## config.mk

```make
export PLATFORM = sky130hd
export DESIGN_NAME = uart_rx_regs
export DESIGN_NICKNAME = d
export VERILOG_FILES = /design/src/rtl/uart_pkg.sv /design/src/rtl/uart_rx_fifo.sv /design/src/rtl/uart_rx_regs.sv
export SDC_FILE = /design/constraint.sdc
export NUM_CORES = 1
export LEC_CHECK = 0
export ABC_AREA = 1
export BUFFER_PORTS_ARGS = -buffer_cell sky130_fd_sc_hd__buf_4
export CELL_PAD_IN_SITES_DETAIL_PLACEMENT = 1
export CELL_PAD_IN_SITES_GLOBAL_PLACEMENT = 1
export CORE_MARGIN = 2
export CORE_UTILIZATION = 51
export CTS_CLUSTER_DIAMETER = 40
export DETAILED_ROUTE_END_ITERATION = 6
export PLACE_DENSITY_LB_ADDON = 0.08
export REMOVE_ABC_BUFFERS = 1
export SETUP_SLACK_MARGIN = 0.2
export SLEW_MARGIN = 40
export SYNTH_ARGS = -nofsm -noshare
export SYNTH_HDL_FRONTEND = slang
export SYNTH_SLANG_ARGS = --single-unit
export TNS_END_PERCENT = 20
```

## constraint.sdc

```tcl
create_clock -name clk -period 6.95 [get_ports clk]
set_clock_uncertainty 0.15 [all_clocks]
set_input_delay 1.39 -clock clk [delete_from_list [all_inputs] [get_ports clk]]
set_output_delay 1.39 -clock clk [all_outputs]
set_load 0.05 [all_outputs]
```

## src/rtl/uart_pkg.sv

```systemverilog
// ============================================================================
// Module      : uart_pkg
// Description : Shared constants and types for the UART receive block.
// Revision    : 1.0 - initial release
// ============================================================================
`default_nettype none

package uart_pkg;

    localparam logic [7:0] ADDR_RX_DATA = 8'h00;
    localparam logic [7:0] ADDR_STATUS  = 8'h04;
    localparam logic [7:0] ADDR_BAUD    = 8'h08;
    localparam logic [7:0] ADDR_CTRL    = 8'h0C;

    localparam int ST_NOT_EMPTY = 0;
    localparam int ST_FULL      = 1;
    localparam int ST_OVERRUN   = 2;
    localparam int ST_FRAME_ERR = 3;
    localparam int ST_COUNT_LSB = 8;

    localparam int CTRL_RX_EN  = 0;
    localparam int CTRL_IRQ_EN = 1;

    localparam int OVS = 16;

    typedef enum logic [1:0] {
        IDLE  = 2'd0,
        START = 2'd1,
        DATA  = 2'd2,
        STOP  = 2'd3
    } rx_state_e;

endpackage

`default_nettype wire

```

## src/rtl/uart_rx_fifo.sv

```systemverilog
// ============================================================================
// Module      : uart_rx_fifo
// Description : Synchronous FIFO for received bytes plus frame-error tag.
// Revision    : 1.0 - initial release
// ============================================================================
`default_nettype none

module uart_rx_fifo #(
    parameter int DEPTH = 16,
    parameter int WIDTH = 9
) (
    input  logic                     clk,
    input  logic                     rst,
    input  logic                     push,
    input  logic [WIDTH-1:0]         din,
    input  logic                     pop,
    output logic [WIDTH-1:0]         dout,
    output logic                     full,
    output logic                     empty,
    output logic [$clog2(DEPTH):0]   count
);

    localparam int c_AW = $clog2(DEPTH);
    localparam logic [c_AW:0] c_FULL_CNT = (c_AW+1)'(DEPTH);

    logic [WIDTH-1:0] r_mem [DEPTH];
    logic [c_AW-1:0]  r_wptr;
    logic [c_AW-1:0]  r_rptr;
    logic [c_AW:0]    r_count;
    logic             w_do_push;
    logic             w_do_pop;

    // A pop frees a slot on the same edge, so a push while full still lands.
    assign w_do_pop  = pop && (r_count != '0);
    assign w_do_push = push && ((r_count != c_FULL_CNT) || w_do_pop);

    always_ff @(posedge clk or posedge rst) begin
        if (rst) begin
            r_wptr  <= '0;
            r_rptr  <= '0;
            r_count <= '0;
        end else begin
            if (w_do_push) r_wptr <= r_wptr + 1'b1;
            if (w_do_pop)  r_rptr <= r_rptr + 1'b1;
            case ({w_do_push, w_do_pop})
                2'b10:   r_count <= r_count + 1'b1;
                2'b01:   r_count <= r_count - 1'b1;
                default: r_count <= r_count;
            endcase
        end
    end

    always_ff @(posedge clk) begin
        if (w_do_push) r_mem[r_wptr] <= din;
    end

    assign dout  = r_mem[r_rptr];
    assign full  = (r_count == c_FULL_CNT);
    assign empty = (r_count == '0);
    assign count = r_count;

endmodule

`default_nettype wire

```

## src/rtl/uart_rx_regs.sv

```systemverilog
// ============================================================================
// Module      : uart_rx_regs
// Description : 8N1 UART receiver with 16x oversampling, RX FIFO, register port.
// Revision    : 1.0 - initial release
// ============================================================================
`default_nettype none

module uart_rx_regs
    import uart_pkg::*;
#(
    parameter int          FIFO_DEPTH  = 16,
    parameter logic [15:0] DEFAULT_DIV = 16'd27
) (
    input  logic        clk,
    input  logic        rst,
    input  logic        rx,
    input  logic        cs,
    input  logic [7:0]  addr,
    input  logic        we,
    input  logic [31:0] wdata,
    output logic [31:0] rdata,
    output logic        rx_irq
);

    localparam int c_CW = $clog2(FIFO_DEPTH) + 1;

    logic            r_rx_meta, r_rx_s;
    logic [15:0]     r_baud_div, r_baud_cnt;
    logic [15:0]     w_div_m1;
    logic            w_tick;
    logic            r_rx_en, r_irq_en;
    logic            r_overrun, r_frame_err;
    logic [31:0]     r_rdata;

    rx_state_e       r_state, w_state_nxt;
    logic [3:0]      r_tick_cnt, w_tick_nxt;
    logic [2:0]      r_bit_idx, w_bit_nxt;
    logic [7:0]      r_shift, w_shift_nxt;
    logic            r_need_idle, w_need_idle_nxt;
    logic            w_push;

    logic            w_rd, w_wr, w_pop, w_ovr_set, w_fe_set;
    logic            w_full, w_empty;
    logic [8:0]      w_fifo_dout;
    logic [c_CW-1:0] w_count;
    logic [31:0]     w_status, w_rd_mux;
    logic            w_unused_ok;

    assign w_rd = cs && !we;
    assign w_wr = cs && we;

    always_ff @(posedge clk or posedge rst) begin
        if (rst) begin
            r_rx_meta <= 1'b1;
            r_rx_s    <= 1'b1;
        end else begin
            r_rx_meta <= rx;
            r_rx_s    <= r_rx_meta;
        end
    end

    // A divider of 0 behaves as 1, i.e. a tick every clock.
    assign w_div_m1 = (r_baud_div == 16'd0) ? 16'd0 : r_baud_div - 16'd1;
    assign w_tick   = r_rx_en && (r_baud_cnt >= w_div_m1);

    always_ff @(posedge clk or posedge rst) begin
        if (rst) begin
            r_baud_cnt <= '0;
        end else if (!r_rx_en || (w_wr && addr == ADDR_BAUD) || w_tick) begin
            r_baud_cnt <= '0;
        end else begin
            r_baud_cnt <= r_baud_cnt + 16'd1;
        end
    end

    always_ff @(posedge clk or posedge rst) begin
        if (rst) begin
            r_state     <= IDLE;
            r_tick_cnt  <= '0;
            r_bit_idx   <= '0;
            r_shift     <= '0;
            r_need_idle <= 1'b0;
        end else begin
            r_state     <= w_state_nxt;
            r_tick_cnt  <= w_tick_nxt;
            r_bit_idx   <= w_bit_nxt;
            r_shift     <= w_shift_nxt;
            r_need_idle <= w_need_idle_nxt;
        end
    end

    always_comb begin
        w_state_nxt     = r_state;
        w_tick_nxt      = r_tick_cnt;
        w_bit_nxt       = r_bit_idx;
        w_shift_nxt     = r_shift;
        w_need_idle_nxt = r_need_idle;
        w_push          = 1'b0;
        // After a low stop bit the line must be seen high on a tick before re-arming.
        if (w_tick && r_rx_s) w_need_idle_nxt = 1'b0;
        if (!r_rx_en) begin
            w_state_nxt = IDLE;
        end else begin
            case (r_state)
                IDLE: begin
                    if (!r_rx_s && !r_need_idle) begin
                        w_tick_nxt  = '0;
                        w_bit_nxt   = '0;
                        w_state_nxt = START;
                    end
                end
                START: begin
                    if (w_tick) begin
                        if (r_tick_cnt == 4'd7) begin
                            w_tick_nxt  = '0;
                            w_state_nxt = r_rx_s ? IDLE : DATA;
                        end else begin
                            w_tick_nxt = r_tick_cnt + 4'd1;
                        end
                    end
                end
                DATA: begin
                    if (w_tick) begin
                        w_tick_nxt = r_tick_cnt + 4'd1;
                        if (r_tick_cnt == 4'(OVS - 1)) begin
                            w_shift_nxt[r_bit_idx] = r_rx_s;
                            w_bit_nxt = r_bit_idx + 3'd1;
                            if (r_bit_idx == 3'd7) w_state_nxt = STOP;
                        end
                    end
                end
                STOP: begin
                    if (w_tick) begin
                        w_tick_nxt = r_tick_cnt + 4'd1;
                        if (r_tick_cnt == 4'(OVS - 1)) begin
                            w_push      = 1'b1;
                            w_state_nxt = IDLE;
                            if (!r_rx_s) w_need_idle_nxt = 1'b1;
                        end
                    end
                end
                default: w_state_nxt = IDLE;
            endcase
        end
    end

    assign w_pop     = w_rd && (addr == ADDR_RX_DATA) && !w_empty;
    assign w_ovr_set = w_push && w_full && !w_pop;
    assign w_fe_set  = w_push && !r_rx_s;

    uart_rx_fifo #(
        .DEPTH (FIFO_DEPTH),
        .WIDTH (9)
    ) u_fifo (
        .clk   (clk),
        .rst   (rst),
        .push  (w_push),
        .din   ({~r_rx_s, r_shift}),
        .pop   (w_pop),
        .dout  (w_fifo_dout),
        .full  (w_full),
        .empty (w_empty),
        .count (w_count)
    );

    always_comb begin
        w_status                        = '0;
        w_status[ST_NOT_EMPTY]          = !w_empty;
        w_status[ST_FULL]               = w_full;
        w_status[ST_OVERRUN]            = r_overrun;
        w_status[ST_FRAME_ERR]          = r_frame_err;
        w_status[ST_COUNT_LSB +: 8]     = 8'(w_count);
    end

    always_comb begin
        w_rd_mux = '0;
        case (addr)
            ADDR_RX_DATA: if (!w_empty) w_rd_mux = {23'd0, w_fifo_dout};
            ADDR_STATUS:  w_rd_mux = w_status;
            ADDR_BAUD:    w_rd_mux = {16'd0, r_baud_div};
            ADDR_CTRL:    w_rd_mux = {30'd0, r_irq_en, r_rx_en};
            default:      w_rd_mux = '0;
        endcase
    end

    always_ff @(posedge clk or posedge rst) begin
        if (rst) begin
            r_rdata     <= '0;
            r_baud_div  <= DEFAULT_DIV;
            r_rx_en     <= 1'b0;
            r_irq_en    <= 1'b0;
            r_overrun   <= 1'b0;
            r_frame_err <= 1'b0;
        end else begin
            if (w_rd) r_rdata <= w_rd_mux;
            if (w_wr && addr == ADDR_BAUD) r_baud_div <= wdata[15:0];
            if (w_wr && addr == ADDR_CTRL) begin
                r_rx_en  <= wdata[CTRL_RX_EN];
                r_irq_en <= wdata[CTRL_IRQ_EN];
            end
            // Set beats a simultaneous write-one-to-clear.
            r_overrun   <= w_ovr_set | (r_overrun &
                           ~(w_wr && addr == ADDR_STATUS && wdata[ST_OVERRUN]));
            r_frame_err <= w_fe_set | (r_frame_err &
                           ~(w_wr && addr == ADDR_STATUS && wdata[ST_FRAME_ERR]));
        end
    end

    assign rdata       = r_rdata;
    assign rx_irq      = !w_empty && r_irq_en;
    assign w_unused_ok = &{1'b0, wdata[31:16]};

endmodule

`default_nettype wire

```

==> impl_metrics.ini, run 1 <==
[layout]
final_cells = 1486
layout_commonest_cell = nand2_1
mostFrequentLayoutCells = nand2_1 (231), edfxtp_1 (144), nor2_1 (124)
fillerInstances = 2356
seq_area_um2 = 6460
antennaDiodeCount = 0
drive_gt1_share_pct = 13.3
syn_to_final_growth_pct = 16.3
nNetsFinal = 1261
multiInputGateArea_um2 = 3870

[timing]
tns_ns = 0
setup_viol = 0
final_hold_viol_count = 0
slew-limit-headroom_pct = 41.7
fmaxAchievable_mhz = 201
rsz0062_at_grt = no
worst_pin_slew_ns = 0.869
period_needed_ns = 4.97
period_share_pct = 71.5
maxSlewViolCount = 0

[drt]
postRouteAntennaNets = 0
drt_wl_total_um = 29800
drc = 0
viasPerCell = 5.64
dr.pass1.iters = 5
drt_iter0_drc = 549
route.vias.total = 8387
wire_per_inst_um = 20.1

[global_routing]
grt_overflow = 0
antenna_found_initial = 1
first_global_vias = 8757
grt_max_degree = 66
grt_first_pass_wirelength_um = 47100
grtUsageTotal_pct = 27.1

[synth]
synth_flop_cell = edfxtp_1
synth_top_area_share_pct = 39.6
synth_edf_count = 144
yosysTopAreaCell = edfxtp_1
yosysSeqAreaShare_pct = 59.1
ys_ff_latch = 229
synth.distinct_cells = 42
synthesis.area_um2 = 10900
syn_area_per_cell_um2 = 9.66
yosys_warnings = 0
synth.area.top_cells = edfxtp_1 (40%), dfrtp_1 (18%), nand2_1 (7.9%)
synthCells = 1130
async_flop_share_pct = 37.1

[worst_setup_path]
regToRegSetupSlack_ns = 1.98
required_ns = 7.18
crit_arrival_ns = 5.20
crit_path_max_fanout = 11
crit_buf_inv = 6
crit_family = simple AND/OR/NAND/NOR gates
crit_slowest_cell = dfstp_2
startpoint_type = flop
critPathMaxStageDelay_ns = 0.57
cp-end-kind = flop
crit_path_frequent_cell = nand2_1
path_class = flop to flop

[cts]
path_clk_slew_ns = 0.05
clk_latency_ns = 0.51
cts_buffer_depth = 3
cts_hold_buf = 0
cts_setup_buffers = 0
clock-sinks = 229
ctsRootBufferMaster = clkbuf_16
cts_tree = done
cts_max_level = 2
cts_resized = 0
cts_made_buffers = 36

[placed_design]
port_buffers = 45
gp_congestion = 0.825
dp.cells = 1421
dp_hpwl_um = 19000

[floorplan]
initial_core_util_pct = 51.9
num_io_pins = 78
rows = 53
coreArea_um2 = 21000
die_x_um = 150
die_h_um = 150
fp.dieArea_um2 = 22600

[power]
static-leakage-power_nw = 5.57
peakVddDrop_mv = 0.219
p_per_area_nw_per_um2 = 273
power_w = 0.00347

[run_status]
status = complete, no violations

[hold_path]
worstHoldPathType = flop to flop

[flow_run]
cap_violations = 0
[kinds of logic (layout without fill, tap and decap cells)]
family	count (synthesis)	in the layout	share of synthesized area (%)
other	1	16	0.0343
AND/OR/NAND/NOR	491	491	19.5
XOR/XNOR	18	18	1.44
buffers and inverters	160	226	6.31
AO/OA/AOI/OAI	199	199	9.85
adder cells (fa/ha/maj)	32	32	3.74
flip-flops	229	229	59.1
[power by group]
part | switching, W | total, W | internal, W
sequential | 0.0000175 | 0.00147 | 0.00145
combinational | 0.000143 | 0.000199 | 0.0000556
clock | 0.000625 | 0.00180 | 0.00118
[layout make-up]
type	count	share of cell area, %
Multi-Input combinational cell	756	30.5
Inverter	109	3.25
Clock inverter	19	1.67
Clock buffer	46	7.95
Tap cell	275	2.71
Sequential cell	229	50.9
Timing Repair Buffer	52	3.10
[cell usage after synthesis (2+ instances only)]
cell type / instances
buf_4: 17
a22oi_1: 9
xnor2_1: 4
a21oi_1: 82
nor3b_1: 5
nand3_1: 68
nor3_1: 8
xor2_1: 14
nand2_2: 3
nand4_1: 9
nand2_1: 231
o22ai_1: 4
nor4_1: 6
ha_1: 31
clkbuf_1: 23
buf_2: 10
nor2_2: 6
nor2_1: 140
nand2_4: 2
or2_2: 4
inv_2: 3
dfstp_2: 6
edfxtp_1: 144
nor3_4: 2
clkinv_1: 4
inv_1: 101
o21ai_0: 83
o211ai_1: 19
dfrtp_1: 79
[final timing paths]
check	start	end	cells after the start
worst min register to register	r_rx_meta	r_rx_s	0
max in group asynchronous	rst	u_fifo.r_rptr[0]	3
worst max register to register	r_baud_div[0]	u_fifo.count[4]	30
worst min-delay path	r_rx_meta	r_rx_s	0
min in group asynchronous	rst	r_state[0]	2
worst max-delay path	r_baud_div[0]	u_fifo.count[4]	30
[state kept, by name (all words and copies together) (netlist names)]
signal	flops
r_baud_cnt	16
r_baud_div	16
r_bit_idx	3
r_frame_err	1
r_irq_en	1
r_need_idle	1
r_overrun	1
r_rx_en	1
r_rx_meta	1
r_rx_s	1
r_shift	8
r_state	2
r_tick_cnt	4
rdata	16
u_fifo.count	5
u_fifo.r_mem	144
u_fifo.r_rptr	4
u_fifo.r_wptr	4
[metal layers]
layer  vias up  track usage, %  routed length [um]
met5         -               0                   0
met4         0            8.02                 608
met3        54            3.91                1600
met2       229            45.0               14700
met1      4204            37.2               12900
li1       3900               -                   -
[stage by stage]
stage / instance area (um2) / hold slack [ns] / worst slack [ns] / util, %
6_report: 12700 / 0.216 / 1.98 / 60.4
5_1_grt: 12700 / 0.221 / 1.56 / 60.4
4_1_cts: 12700 / 0.215 / 2.00 / 60.4
3_5_place_dp: 11500 / 0.205 / 2.19 / 54.6
3_3_place_gp: 11400 / 0.196 / 2.30 / 54.4
2_1_floorplan: 10700 / 0.195 / 3.00 / -
Power figures use the tool's default switching activity.
==> run 2: changes to the inputs <==
--- a/config.mk
+++ b/config.mk
@@ -10,7 +10,7 @@
 export CELL_PAD_IN_SITES_DETAIL_PLACEMENT = 1
 export CELL_PAD_IN_SITES_GLOBAL_PLACEMENT = 1
 export CORE_MARGIN = 2
-export CORE_UTILIZATION = 51
+export CORE_UTILIZATION = 43
 export CTS_CLUSTER_DIAMETER = 40
 export DETAILED_ROUTE_END_ITERATION = 6
 export PLACE_DENSITY_LB_ADDON = 0.08
==> constraint.sdc (replaced) <==
create_clock -name clk -period 4.3 [get_ports clk]
set_clock_uncertainty 0.15 [all_clocks]
set_input_delay 0.86 -clock clk [delete_from_list [all_inputs] [get_ports clk]]
set_output_delay 0.86 -clock clk [all_outputs]
set_load 0.05 [all_outputs]
==> run 2 against run 1 <==
- worst setup slack lost 1.6 ns
- register-to-register slack lost 1.6 ns
- cell count grew 7.6%
- global-route usage shrank 4.5 points
- highest routed layer unchanged
- first-iteration DRC count shrank 22%
- power grew 59%
- critical path type unchanged
==> impl_metrics.ini, run 2 (synthesis results as in run 1) <==
[run_status]
status = complete, no violations

[hold_path]
worstHoldPathType = flop to flop
holdCritStartpoint = r_rx_meta
hold_path_depth = 0
hold_end = r_rx_s

[timing]
tns_ns = 0
slew-limit-headroom_pct = 49.8
setup_viol = 0
period_needed_ns = 3.96
rsz0062_at_grt = yes
maxSlewViolCount = 0
fin_ws_ns = 0.345
final_hold_viol_count = 0
fmaxAchievable_mhz = 253
worst_pin_slew_ns = 0.748
period_share_pct = 92.0

[placed_design]
gp_congestion = 0.777
pre_cts_ws_ns = -0.105
dp_hpwl_um = 19500
dp.cells = 1527
port_buffers = 45

[floorplan]
die_x_um = 163
fp.dieArea_um2 = 26700
initial_core_util_pct = 43.6
rows = 58
coreArea_um2 = 25000
die_h_um = 163
num_io_pins = 78

[cts]
clock-sinks = 229
cts_made_buffers = 38
cts_max_level = 2
clk_latency_ns = 0.51
path_clk_slew_ns = 0.05
cts_buffer_depth = 3
cts_tree = done
cts_hold_buf = 0
ctsRootBufferMaster = clkbuf_16

[drt]
drt_wl_total_um = 29400
dr.pass1.iters = 5
route.vias.total = 8229
postRouteAntennaNets = 0
drc = 0
viasPerCell = 5.15
wire_per_inst_um = 18.4
drt_iter0_drc = 430

[worst_setup_path]
regToRegSetupSlack_ns = 0.34
crit_arrival_ns = 4.19
required_ns = 4.54
rr_endpoint = u_fifo.count[4]
startpoint = r_baud_div[1]
critPathMaxStageDelay_ns = 0.55
path_class = flop to flop
crit_path_frequent_cell = nand2_1
startpoint_type = flop
r2r_start = r_baud_div[1]
crit_path_max_fanout = 4
crit_slowest_cell = dfstp_2
cp-end-kind = flop
reg2reg_depth = 29

[power]
p_sw_w = 0.00134
swShare_pct = 24.2
p_clk_share_pct = 51.0
p_per_area_nw_per_um2 = 418
power.internal_w = 0.00419
peakVddDrop_mv = 0.308
seqPwrFrac_pct = 42.9
power_w = 0.00553
p_comb_share_pct = 6.0
static-leakage-power_nw = 5.80

[layout]
layout_commonest_cell = nand2_1
largest_reg_flops = 144
nNetsFinal = 1318
antennaDiodeCount = 0
final_cells = 1599
drive_gt1_share_pct = 18.0
fin_util_pct = 52.8
syn_to_final_growth_pct = 21.1
regMostFlops = u_fifo.r_mem
mostFrequentLayoutCells = nand2_1 (229), edfxtp_1 (144), nor2_1 (136)

[global_routing]
grtUsageTotal_pct = 22.6
grt_overflow = 0
first_global_vias = 8648
grt_max_degree = 58
grt_first_pass_wirelength_um = 46500
antenna_found_initial = 0

[flow_run]
cap_violations = 0
==> run 2: through the flow <==
stage	hold WS, ns	instance area (um2)
floorplan	0.195	10700
detailed placement	0.203	11900
finish	0.203	13200
CTS	0.206	13100
global route	0.210	13200
global placement	0.197	11900
==> run 2: layout make-up <==
| cell class | count | area, um2 |
|---|---|---|
| well taps | 330 | 413 |
| inverters | 109 | 422 |
| clock buffers | 48 | 1010 |
| repair buffers | 107 | 807 |
| fillers | 2840 | 11800 |
| multi-input cells | 756 | 3940 |
| flip-flops and latches | 229 | 6460 |
| clock inverters | 20 | 171 |
==> run 2: layer usage <==
layer,wire [um],track usage [%],vias up
met4,597,6.23,0
met5,0,0,-
met2,14200,37.3,116
met3,1160,3.58,45
met1,13500,31.2,4047
li1,-,-,4021
==> run 2: worst max-delay path: cells and delay by family, from the launching register on <==
kind	cells	cell delay, ns
fa+ha+maj	4	0.92
buf+inv	4	0.42
flops	1	0.55
xor+xnor	1	0.13
compound gates	1	0.12
simple gates	19	1.53
==> run 2: worst max path at each step <==
stage,to,depth (start not counted)
finish,u_fifo.count[4],29
detailed placement,u_fifo.count[4],27
CTS,u_fifo.count[4],29
global placement,u_fifo.count[4],31
floorplan,u_fifo.count[4],28
global route,u_fifo.count[4],31
==> run 2: power by group through the flow <==
stage | Sequential (W) | Combinational [W] | Clock [W]
6_report | 0.00237 | 0.000334 | 0.00282
5_1_grt | 0.00238 | 0.000373 | 0.00298
4_1_cts | 0.00237 | 0.000334 | 0.00288
3_5_place_dp | 0.00242 | 0.000329 | 0
3_3_place_gp | 0.00242 | 0.000320 | 0
2_1_floorplan | 0.00243 | 0.000184 | 0
==> run 2: repair_timing <==
item,CTS,global route
buffers inserted,0,4
pin swaps,4,12
gates resized for setup,12,28
setup endpoints to repair,30,148
hold endpoints to repair,0,0
==> run 3: changes to the inputs <==
--- a/config.mk
+++ b/config.mk
@@ -6,11 +6,11 @@
 export NUM_CORES = 1
 export LEC_CHECK = 0
 export ABC_AREA = 1
-export BUFFER_PORTS_ARGS = -buffer_cell sky130_fd_sc_hd__buf_4
+export BUFFER_PORTS_ARGS = -buffer_cell sky130_fd_sc_hd__buf_2
 export CELL_PAD_IN_SITES_DETAIL_PLACEMENT = 1
 export CELL_PAD_IN_SITES_GLOBAL_PLACEMENT = 1
 export CORE_MARGIN = 2
-export CORE_UTILIZATION = 43
+export CORE_UTILIZATION = 47
 export CTS_CLUSTER_DIAMETER = 40
 export DETAILED_ROUTE_END_ITERATION = 6
 export PLACE_DENSITY_LB_ADDON = 0.08
@@ -20,4 +20,4 @@
 export SYNTH_ARGS = -nofsm -noshare
 export SYNTH_HDL_FRONTEND = slang
 export SYNTH_SLANG_ARGS = --single-unit
-export TNS_END_PERCENT = 20
+export TNS_END_PERCENT = 30
==> constraint.sdc (replaced) <==
create_clock -name clk -period 4.1 [get_ports clk]
set_clock_uncertainty 0.15 [all_clocks]
set_input_delay 0.82 -clock clk [delete_from_list [all_inputs] [get_ports clk]]
set_output_delay 0.82 -clock clk [all_outputs]
set_load 0.05 [all_outputs]
==> run 3 against run 2 <==
- register-to-register slack got worse by 0.30 ns
- count of clock-buffer cells in the layout fell by 7
- critical path depth did not move
- worst hold slack got worse by 0.024 ns
- worst setup slack got worse by 0.30 ns
- highest routed layer unchanged
- global-route usage rose by 2.8 points
- critical endpoint is now u_fifo.count[3]
- via count rose by 2.9%
- wire length rose by 2.8%
- clock power rose by 13%
==> impl_metrics.ini, run 3 (synthesis results as in run 1) <==
[run_status]
status = complete, no violations

[layout]
largest_reg_flops = 144
regMostFlops = u_fifo.r_mem
mostFrequentLayoutCells = nand2_1 (226), edfxtp_1 (144), nor2_1 (134)
antennaDiodeCount = 0
fin_util_pct = 59.5
final_cells = 1572
layout_commonest_cell = nand2_1
drive_gt1_share_pct = 21.6
nNetsFinal = 1335
fin_area_um2 = 13500
syn_to_final_growth_pct = 23.7

[drt]
drc = 0
drt_wl_total_um = 30200
dr.pass1.iters = 5
postRouteAntennaNets = 0
wire_per_inst_um = 19.2
viasPerCell = 5.39
drt_iter0_drc = 475
route.vias.total = 8471

[timing]
fmaxAchievable_mhz = 246
maxSlewViolCount = 0
fin_ws_ns = 0.0412
final_hold_viol_count = 0
setup_viol = 0
period_needed_ns = 4.06
rsz0062_at_grt = yes
slew-limit-headroom_pct = 46.7
period_share_pct = 99.0
worst_pin_slew_ns = 0.792
timing.hold.ws_ns = 0.178

[power]
p_per_area_nw_per_um2 = 447
peakVddDrop_mv = 0.389
static-leakage-power_nw = 5.94

[global_routing]
grtUsageTotal_pct = 25.5
first_global_vias = 8879
grt_overflow = 0
grt_max_degree = 86
antenna_found_initial = 0
grt_first_pass_wirelength_um = 48300

[cts]
path_clk_slew_ns = 0.05
cts_tree = done
clk_latency_ns = 0.52
cts_buffer_depth = 3
clock-sinks = 229
ctsRootBufferMaster = clkbuf_16
cts_made_buffers = 37
cts_max_level = 2

[floorplan]
num_io_pins = 78
rows = 55
initial_core_util_pct = 48.1
coreArea_um2 = 22700
die_h_um = 156
fp.dieArea_um2 = 24500
die_x_um = 156

[placed_design]
port_buffers = 45
place_area_um2 = 11800
dp.cells = 1497
gp_congestion = 0.817
pre_cts_ws_ns = -0.283
dp_hpwl_um = 19400

[worst_setup_path]
reg2reg_depth = 29
crit_slowest_cell = dfstp_2
cp-endpoint = u_fifo.count[3]
path_class = flop to flop
crit_path_max_fanout = 4
cp-end-kind = flop
critPathMaxStageDelay_ns = 0.56
crit_arrival_ns = 4.34
required_ns = 4.38
r2r_start = r_baud_div[1]
crit_buf_inv = 7
startpoint = r_baud_div[1]
startpoint_type = flop
crit_path_frequent_cell = nand2_1
crit_family = simple AND/OR/NAND/NOR gates
rr_endpoint = u_fifo.count[3]
worst-path-stages = 29
regToRegSetupSlack_ns = 0.04

[flow_run]
cap_violations = 0

[hold_path]
worstHoldPathType = input port to asynchronous set/reset pin
run 3: cell count changes in the layout (fill, tap and decap cells not counted), moves of 5 or more:
| cell | before | now |
|---|---|---|
| buf_2 | 0 | 45 |
| buf_4 | 106 | 72 |
| buf_6 | 1 | 8 |
| clkbuf_1 | 8 | 2 |
| ha_1 | 26 | 21 |
| ha_4 | 3 | 10 |
run 3: worst min-delay path by stage:
stage	slack (ns)	endpoint	cells past startpoint	startpoint
global placement	0.20	r_rx_s	0	r_rx_meta
floorplan	0.20	r_rx_s	0	r_rx_meta
finish	0.18	r_baud_cnt[1]	2	rst
detailed placement	0.21	r_rx_s	0	r_rx_meta
CTS	0.20	r_baud_cnt[1]	2	rst
global route	0.22	r_rx_s	0	r_rx_meta
run 3: final cells by class:
class | count | area (um2)
clock buffer | 41 | 961
clock inverter | 27 | 320
fill | 2515 | 9200
inverter | 109 | 432
multi-input combinational | 756 | 4120
sequential | 229 | 6460
tap | 285 | 357
timing repair buffer | 125 | 856
run 3: timing repair:
action / CTS / global route
endpoints found under the setup margin: 148 / 148
resized for setup: 47 / 38
hold buffers: 0 / 0
pin swaps: 22 / 30
buffers inserted: 4 / 3
run 3: stage by stage:
step	total power [W]	TNS, ns
after floorplan	0.00274	0
after global placement	0.00286	-0.224
after detailed placement	0.00287	-0.461
after CTS	0.00607	0
after global routing	0.00623	-0.278
final	0.00604	0
run 3: metal layers:
| metal | vias to the layer above | routed length [um] | share of wire (%) | track usage (%) |
|---|---|---|---|---|
| li1 | 4056 | - | - | - |
| met1 | 4201 | 13800 | 46 | 35.4 |
| met2 | 155 | 14500 | 48 | 41.7 |
| met3 | 59 | 1050 | 3.5 | 3.38 |
| met4 | 0 | 876 | 2.9 | 8.08 |
| met5 | - | 0 | 0 | 0 |
run 3: where the power goes:
group / internal [W] / total, W / leakage (nW) / switching (W)
combinational: 0.000106 / 0.000364 / 2.62 / 0.000258
clock: 0.00203 / 0.00319 / 0.619 / 0.00116
sequential: 0.00246 / 0.00249 / 2.70 / 0.0000257
